===== config.mk =====
export PLATFORM = sky130hd
export DESIGN_NAME = udp_rx_mport
export DESIGN_NICKNAME = d
export VERILOG_FILES = /design/src/rtl/udp_rx_mport.sv
export SDC_FILE = /design/constraint.sdc
export NUM_CORES = 1
export LEC_CHECK = 0
export ABC_AREA = 1
export CORE_MARGIN = 2
export CORE_UTILIZATION = 48
export DETAILED_ROUTE_END_ITERATION = 6
export MAX_ROUTING_LAYER = met4
export PLACE_DENSITY_LB_ADDON = 0.25
export SYNTH_ARGS = -nofsm -noshare
export SYNTH_HDL_FRONTEND = slang
export SYNTH_SLANG_ARGS = --single-unit

===== constraint.sdc =====
create_clock -name clk -period 2.45 [get_ports clk]
set_input_delay 0.3675 -clock clk [delete_from_list [all_inputs] [get_ports clk]]
set_output_delay 0.3675 -clock clk [all_outputs]
set_load 0.05 [all_outputs]

===== src/rtl/udp_rx_mport.sv =====
// udp_rx_mport: GMII receive parser for Ethernet II / IPv4 / UDP frames.
// Delivers the payload of frames addressed to BOARD_MAC (or broadcast),
// BOARD_IP and UDP ports PORT_BASE..PORT_BASE+NUM_PORTS-1, packed MSB-first
// into DATA_W-bit words.
// Optional build macro: UDP_RX_MPORT_CSUM_EN enables IPv4 header checksum
// verification. When it is left undefined the checksum is not inspected.
module udp_rx_mport #(
  parameter logic [47:0] BOARD_MAC = 48'h00_11_22_33_44_55,
  parameter logic [31:0] BOARD_IP  = {8'd192, 8'd168, 8'd1, 8'd10},
  parameter logic [15:0] PORT_BASE = 16'd1234,
  parameter int          NUM_PORTS = 4,
  parameter int          DATA_W    = 8,
  localparam int         PW        = (NUM_PORTS > 1) ? $clog2(NUM_PORTS) : 1
) (
  input  logic              clk,
  input  logic              rst_n,
  input  logic              gmii_rx_dv,
  input  logic [7:0]        gmii_rxd,
  output logic              rec_en,
  output logic [DATA_W-1:0] rec_data,
  output logic              rec_pkt_done,
  output logic [15:0]       rec_byte_num,
  output logic [PW-1:0]     rec_port_idx,
  output logic              rec_err
);

  localparam int          BPW      = DATA_W / 8;
  localparam logic [16:0] PORT_END = 17'(PORT_BASE) + 17'(NUM_PORTS);

  typedef enum logic [6:0] {
    IDLE     = 7'b0000001,
    PREAMBLE = 7'b0000010,
    ETH_HEAD = 7'b0000100,
    IP_HEAD  = 7'b0001000,
    UDP_HEAD = 7'b0010000,
    RX_DATA  = 7'b0100000,
    RX_END   = 7'b1000000
  } state_t;

  state_t            state;
  logic [5:0]        cnt;        // byte index in header, byte index in word in RX_DATA
  logic [3:0]        ihl;
  logic              uc_ok, bc_ok, type_ok;
  logic [7:0]        hi_byte;    // upper byte of the 16-bit field being assembled
  logic [15:0]       dport, ulen, pay_len, data_cnt;
  logic [DATA_W-1:0] sh;         // bytes of the word collected so far, right-aligned

  logic [7:0]        mac_byte, ip_byte;
  logic [5:0]        hlen_last, pad_bytes;
  logic [DATA_W-1:0] nxt_word, aligned;
  logic [15:0]       pay_calc;
  logic              dport_ok, csum_ok;

`ifdef UDP_RX_MPORT_CSUM_EN
  logic [15:0] csum, sum_nxt;

  function automatic logic [15:0] oc_add(input logic [15:0] a, input logic [15:0] b);
    logic [16:0] s;
    s = {1'b0, a} + {1'b0, b};
    return s[15:0] + {15'd0, s[16]};
  endfunction

  // running ones'-complement sum including the word completed by this byte
  always_comb begin
    sum_nxt = oc_add(csum, {hi_byte, gmii_rxd});
    csum_ok = (sum_nxt == 16'hFFFF);
  end
`else
  assign csum_ok = 1'b1;
`endif

  // header field references and payload word assembly
  always_comb begin
    mac_byte  = 8'(BOARD_MAC >> {3'd5 - cnt[2:0], 3'b000});
    ip_byte   = 8'(BOARD_IP >> {2'd3 - cnt[1:0], 3'b000});
    hlen_last = {ihl, 2'b00} - 6'd1;
    nxt_word  = DATA_W'({sh, gmii_rxd});
    pad_bytes = 6'(BPW - 1) - cnt;
    aligned   = nxt_word << {pad_bytes, 3'b000};
    pay_calc  = ulen - 16'd8;
    dport_ok  = ({1'b0, dport} >= {1'b0, PORT_BASE}) && ({1'b0, dport} < PORT_END);
  end

  // receive state machine with registered outputs
  always_ff @(posedge clk or negedge rst_n) begin
    if (!rst_n) begin
      state        <= IDLE;
      cnt          <= '0;
      ihl          <= '0;
      uc_ok        <= 1'b0;
      bc_ok        <= 1'b0;
      type_ok      <= 1'b0;
      hi_byte      <= '0;
      dport        <= '0;
      ulen         <= '0;
      pay_len      <= '0;
      data_cnt     <= '0;
      sh           <= '0;
      rec_en       <= 1'b0;
      rec_data     <= '0;
      rec_pkt_done <= 1'b0;
      rec_byte_num <= '0;
      rec_port_idx <= '0;
      rec_err      <= 1'b0;
`ifdef UDP_RX_MPORT_CSUM_EN
      csum         <= '0;
`endif
    end else begin
      rec_en       <= 1'b0;
      rec_pkt_done <= 1'b0;
      rec_err      <= 1'b0;
      case (state)
        IDLE: if (gmii_rx_dv && gmii_rxd == 8'h55) begin
          state <= PREAMBLE;
          cnt   <= '0;
        end
        PREAMBLE: begin
          if (gmii_rx_dv && gmii_rxd == 8'h55 && cnt < 6'd6) cnt <= cnt + 6'd1;
          else if (gmii_rx_dv && gmii_rxd == 8'hD5 && cnt == 6'd6) begin
            state   <= ETH_HEAD;
            cnt     <= '0;
            uc_ok   <= 1'b1;
            bc_ok   <= 1'b1;
            type_ok <= 1'b1;
          end else state <= RX_END;
        end
        ETH_HEAD: begin
          if (!gmii_rx_dv) state <= RX_END;
          else begin
            cnt <= cnt + 6'd1;
            if (cnt < 6'd6) begin
              if (gmii_rxd != mac_byte) uc_ok <= 1'b0;
              if (gmii_rxd != 8'hFF)    bc_ok <= 1'b0;
            end
            if (cnt == 6'd12 && gmii_rxd != 8'h08) type_ok <= 1'b0;
            if (cnt == 6'd13) begin
              cnt <= '0;
`ifdef UDP_RX_MPORT_CSUM_EN
              csum <= '0;
`endif
              if ((uc_ok || bc_ok) && type_ok && gmii_rxd == 8'h00) state <= IP_HEAD;
              else state <= RX_END;
            end
          end
        end
        IP_HEAD: begin
          if (!gmii_rx_dv) begin
            rec_err <= 1'b1;
            state   <= RX_END;
          end else begin
            cnt <= cnt + 6'd1;
`ifdef UDP_RX_MPORT_CSUM_EN
            if (!cnt[0]) hi_byte <= gmii_rxd;
            else         csum    <= sum_nxt;
`endif
            if (cnt == 6'd0) begin
              ihl <= gmii_rxd[3:0];
              if (gmii_rxd[3:0] < 4'd5) state <= RX_END;
            end else if (cnt == 6'd9 && gmii_rxd != 8'd17) state <= RX_END;
            else if (cnt >= 6'd16 && cnt <= 6'd19 && gmii_rxd != ip_byte) state <= RX_END;
            else if (cnt == hlen_last) begin
              cnt   <= '0;
              state <= csum_ok ? UDP_HEAD : RX_END;
            end
          end
        end
        UDP_HEAD: begin
          if (!gmii_rx_dv) begin
            rec_err <= 1'b1;
            state   <= RX_END;
          end else begin
            cnt <= cnt + 6'd1;
            case (cnt)
              6'd2, 6'd4: hi_byte <= gmii_rxd;
              6'd3:       dport   <= {hi_byte, gmii_rxd};
              6'd5:       ulen    <= {hi_byte, gmii_rxd};
              6'd7: begin
                cnt      <= '0;
                sh       <= '0;
                data_cnt <= '0;
                if (dport_ok && ulen >= 16'd8) begin
                  rec_port_idx <= PW'(dport - PORT_BASE);
                  pay_len      <= pay_calc;
                  if (pay_calc == 16'd0) begin
                    rec_pkt_done <= 1'b1;
                    rec_byte_num <= '0;
                    state        <= RX_END;
                  end else state <= RX_DATA;
                end else state <= RX_END;
              end
              default: ;
            endcase
          end
        end
        RX_DATA: begin
          if (!gmii_rx_dv) begin
            rec_err <= 1'b1;
            state   <= RX_END;
          end else begin
            data_cnt <= data_cnt + 16'd1;
            if (data_cnt == pay_len - 16'd1) begin
              // final byte: flush the partial word left-aligned
              rec_en       <= 1'b1;
              rec_data     <= aligned;
              rec_pkt_done <= 1'b1;
              rec_byte_num <= pay_len;
              state        <= RX_END;
            end else if (cnt == 6'(BPW - 1)) begin
              rec_en   <= 1'b1;
              rec_data <= nxt_word;
              sh       <= '0;
              cnt      <= '0;
            end else begin
              sh  <= nxt_word;
              cnt <= cnt + 6'd1;
            end
          end
        end
        RX_END: if (!gmii_rx_dv) state <= IDLE;
        default: state <= IDLE;
      endcase
    end
  end

endmodule


==> results of run 1 <==
==> metal layers <==
metal	part of all wire [%]	vias up	wire (um)	global-route usage, %
met5	0	-	0	-
met4	1.6	0	337	7.15
met3	6.0	31	1240	5.45
met2	46	224	9550	40.6
met1	46	3307	9400	35.6
li1	-	3660	-	-
==> layout make-up <==
class	instances	area [um^2]
Clock buffer	19	453
Clock inverter	13	144
Fill cell	1423	6170
Inverter	117	439
Multi-Input combinational cell	797	4010
Sequential cell	121	3030
Tap cell	211	264
Timing Repair Buffer	87	801
==> per-stage QoR <==
stage | instances | worst slack (ps)
CTS | 1361 | 80.8
detailed placement | 1328 | -4.19
global route | 1365 | 3.97
finish | 1365 | 145
floorplan | 1064 | 173
global placement | 1328 | 7.41
==> worst min path at each step <==
stage,start,end,cells after the start
after floorplan,rst_n,bc_ok,0
after global placement,rst_n,rec_byte_num[9],1
after detailed placement,rst_n,rec_byte_num[9],1
after CTS,rst_n,ihl[3],2
after global routing,rst_n,rec_byte_num[9],2
final,rst_n,rec_byte_num[9],2
==> flip-flops by register name, summed over array words and instances, names as in the netlist, 2 cells and up <==
register,count
pay_len,16
hi_byte,8
rec_byte_num,16
data_cnt,16
dport,16
rec_data,8
ulen,16
cnt,6
ihl,4
state,7
rec_port_idx,2
==> cells in the mapped netlist, types with 4 or more instances <==
master	count	area (um^2)
sky130_fd_sc_hd__nand2_1	309	1160
sky130_fd_sc_hd__dfrtp_1	120	3000
sky130_fd_sc_hd__inv_1	109	409
sky130_fd_sc_hd__nor2_1	100	375
sky130_fd_sc_hd__o21ai_0	87	435
sky130_fd_sc_hd__nand3_1	75	375
sky130_fd_sc_hd__nand4_1	44	275
sky130_fd_sc_hd__nor3_1	26	130
sky130_fd_sc_hd__o21ai_1	22	110
sky130_fd_sc_hd__a21oi_1	19	95.1
sky130_fd_sc_hd__xor2_1	18	158
sky130_fd_sc_hd__clkbuf_1	17	63.8
sky130_fd_sc_hd__ha_1	12	150
sky130_fd_sc_hd__xnor2_1	12	105
sky130_fd_sc_hd__nor2_2	10	62.6
sky130_fd_sc_hd__buf_2	9	45.0
sky130_fd_sc_hd__inv_2	8	30.0
sky130_fd_sc_hd__nand3b_1	7	52.6
sky130_fd_sc_hd__o31ai_1	7	52.6
sky130_fd_sc_hd__mux2_2	6	67.6
sky130_fd_sc_hd__nor2_4	6	67.6
sky130_fd_sc_hd__nor4_1	5	31.3
sky130_fd_sc_hd__nand2_2	4	25.0
==> layout by cell type (no fill, tap or decap), types with 3 or more instances in the layout <==
cell type	instances
sky130_fd_sc_hd__inv_6	3
sky130_fd_sc_hd__nand3b_1	7
sky130_fd_sc_hd__mux2_2	6
sky130_fd_sc_hd__o21ai_1	22
sky130_fd_sc_hd__nand4_1	44
sky130_fd_sc_hd__nor2_2	12
sky130_fd_sc_hd__nor3_2	3
sky130_fd_sc_hd__and3_1	3
sky130_fd_sc_hd__inv_2	8
sky130_fd_sc_hd__buf_4	44
sky130_fd_sc_hd__dfrtp_1	120
sky130_fd_sc_hd__ha_1	10
sky130_fd_sc_hd__a21oi_1	19
sky130_fd_sc_hd__nor3_1	26
sky130_fd_sc_hd__clkinvlp_4	4
sky130_fd_sc_hd__nor2_1	97
sky130_fd_sc_hd__nor4_1	5
sky130_fd_sc_hd__buf_12	4
sky130_fd_sc_hd__inv_1	109
sky130_fd_sc_hd__nand3_1	75
sky130_fd_sc_hd__clkbuf_16	17
sky130_fd_sc_hd__o21ai_0	87
sky130_fd_sc_hd__nor2_4	7
sky130_fd_sc_hd__xnor2_1	12
sky130_fd_sc_hd__o31ai_1	7
sky130_fd_sc_hd__xor2_1	18
sky130_fd_sc_hd__nand2_1	309
sky130_fd_sc_hd__clkdlybuf4s50_1	38
sky130_fd_sc_hd__nand2_2	4
==> power groups by stage <==
stage	clock network, mW	registers [mW]	logic (mW)
3_5_place_dp	0	2.08	0.528
4_1_cts	2.57	2.05	0.531
6_report	2.53	2.05	0.536
3_3_place_gp	0	2.08	0.523
2_1_floorplan	0	2.08	0.313
5_1_grt	2.66	2.05	0.594
==> timing repair <==
item,4_1_cts,5_1_grt
hold endpoints to repair,37,0
hold buffers,1,0
gates resized for setup,0,7
endpoints found under the setup margin,0,35
buffers inserted,0,4
==> worst max-delay path: stages, from the launching register on <==
cell	delay [ps]
sky130_fd_sc_hd__dfrtp_1	420
sky130_fd_sc_hd__inv_2	130
sky130_fd_sc_hd__ha_4	180
sky130_fd_sc_hd__inv_1	50
sky130_fd_sc_hd__nand2_1	70
sky130_fd_sc_hd__nand2_1	50
sky130_fd_sc_hd__nand2_1	70
sky130_fd_sc_hd__nand2_1	80
sky130_fd_sc_hd__inv_1	60
sky130_fd_sc_hd__nand3b_1	90
sky130_fd_sc_hd__nor3_2	270
sky130_fd_sc_hd__nand3_4	160
sky130_fd_sc_hd__a21oi_4	290
sky130_fd_sc_hd__buf_4	170
sky130_fd_sc_hd__nand3_1	80
sky130_fd_sc_hd__nand2_1	90
==> cell families (layout without fill, tap and decap cells) <==
group / after synthesis / after routing / share of synthesized area, %
buffers and inverters: 146 / 236 / 7.40
xor gates and xnor gates: 30 / 30 / 3.47
AOI/OAI and AO/OA: 146 / 146 / 10.4
muxes: 6 / 6 / 0.892
adders and majority gates: 12 / 12 / 1.98
and+or+nand+nor: 603 / 603 / 35.9
DFF: 121 / 121 / 40.0
==> results.json, run 1 <==
{
  "combinationalPowerShare_pct": 10.5,
  "numPortBuffers": 39,
  "std_cell_rows": 45,
  "place_area_um2": 8480,
  "cts.reportedPaths.clkPinSlew_ps": 60,
  "grt_setup_unrepaired": "no",
  "max-cap-violations": 0,
  "setup.worst_path.start": "pay_len[1]",
  "skew_ps": 12.9,
  "post_synthesis_instance_area_um2": 7580,
  "gate_count_after_technology_mapping": 1064,
  "timing.setup.critical_path_class": "reg2reg",
  "numCtsBuffers": 17,
  "grt_max_degree": 49,
  "async_flop_share_pct": 100,
  "total_leakage_power_nw": 4.35,
  "power.share.switching_pct": 26.5,
  "power.share.clock_pct": 49.5,
  "post-route-cell-area_um2": 9140,
  "timing.final.setup_violations": 0,
  "syn_avg_cell_area_um2": 7.12,
  "finalHoldWorstSlack_ps": 454,
  "critical_path_arrival_ps": 2660,
  "min_period_ps": 2310,
  "outcome": "finished, final reports clean",
  "total_switching_power_mw": 1.36,
  "place_hpwl_um": 15600,
  "final_report_max_slew_violation_count": 0,
  "endpoint_kind": "register",
  "grt_pass1_wl_um": 33200,
  "clock_path_buffers": 2,
  "die_h_um": 130,
  "cp-endpoint": "rec_data[3]",
  "finish.net_count": 1164,
  "worst_pin_slew_ps": 569,
  "post-layout-total-power_mw": 5.12,
  "hp-class": "in2async",
  "yosysWarningCount": 0,
  "globalRouteTotalUtil_pct": 26.4,
  "cp-start-kind": "register",
  "areaGrowthSynthToFinish_pct": 20.7,
  "timing.critical_path.required_ps": 2810,
  "netlist-cell-type-count": 43,
  "max-vdd-ir-drop_v": 0.000485,
  "num_vias": 7222,
  "critical_path_peak_fanout": 7,
  "power.internal_mw": 3.76,
  "part_of_the_cycle_the_worst_path_needs_pct": 94.1,
  "power_density_nw_per_um2": 560,
  "achievable-frequency_mhz": 434,
  "gpl.final_weighted_congestion": 1.00,
  "firstDrtPassIters": 7,
  "detail-route-antenna-nets": 0,
  "drc": 0,
  "dr.first_iter.drc_count": 517,
  "ff2ff_setup_slack_ps": 140,
  "tritoncts": "done",
  "vias_per_cell": 5.29,
  "regToRegStartpoint": "pay_len[1]",
  "clk-insertion-delay-late_ps": 430,
  "seq_area_frac_synth_pct": 40.0,
  "reg2regPathDepth": 15,
  "ys_seq_elements": 121,
  "final_core_utilization_pct": 59.7,
  "totalWireLength_um": 20500,
  "synth-edff-count": 0,
  "clkSinkCount": 121,
  "h-tree-depth": 4,
  "worst_slew_margin_rel_pct": 61.8,
  "timing.setup.tns_ps": 0,
  "core_region_area_um2": 15300,
  "floorplan.die_area_um2": 16800,
  "antenna_violations_before_repair": 0,
  "synth.net_count": 1087,
  "ys_dominant_reg_cell": "sky130_fd_sc_hd__dfrtp_1",
  "die_w_um": 130,
  "seq_power_share_pct": 40.0,
  "grt_overflow_total": 0,
  "number_of_global_route_vias_before_repair": 6498,
  "io_pins": 40,
  "layout-drive-gt1-share_pct": 11.6,
  "timing_hold_violations_final": 0,
  "antenna-diode-count": 0,
  "r2r-end": "rec_data[3]",
  "starting_density_of_the_core_pct": 49.5,
  "cts-root-buf": "sky130_fd_sc_hd__clkbuf_16",
  "detail_route.wl_per_cell_um": 15.0
}
(Power assumes the default switching activity.)
==> run 2: changes to the inputs <==
ABC_CLOCK_PERIOD_IN_PS = 2450   (was default)
SLEW_MARGIN = 10   (was default)
==> results of run 2 <==
Same layout as run 1: the final DEF is identical, and so are final timing and power.
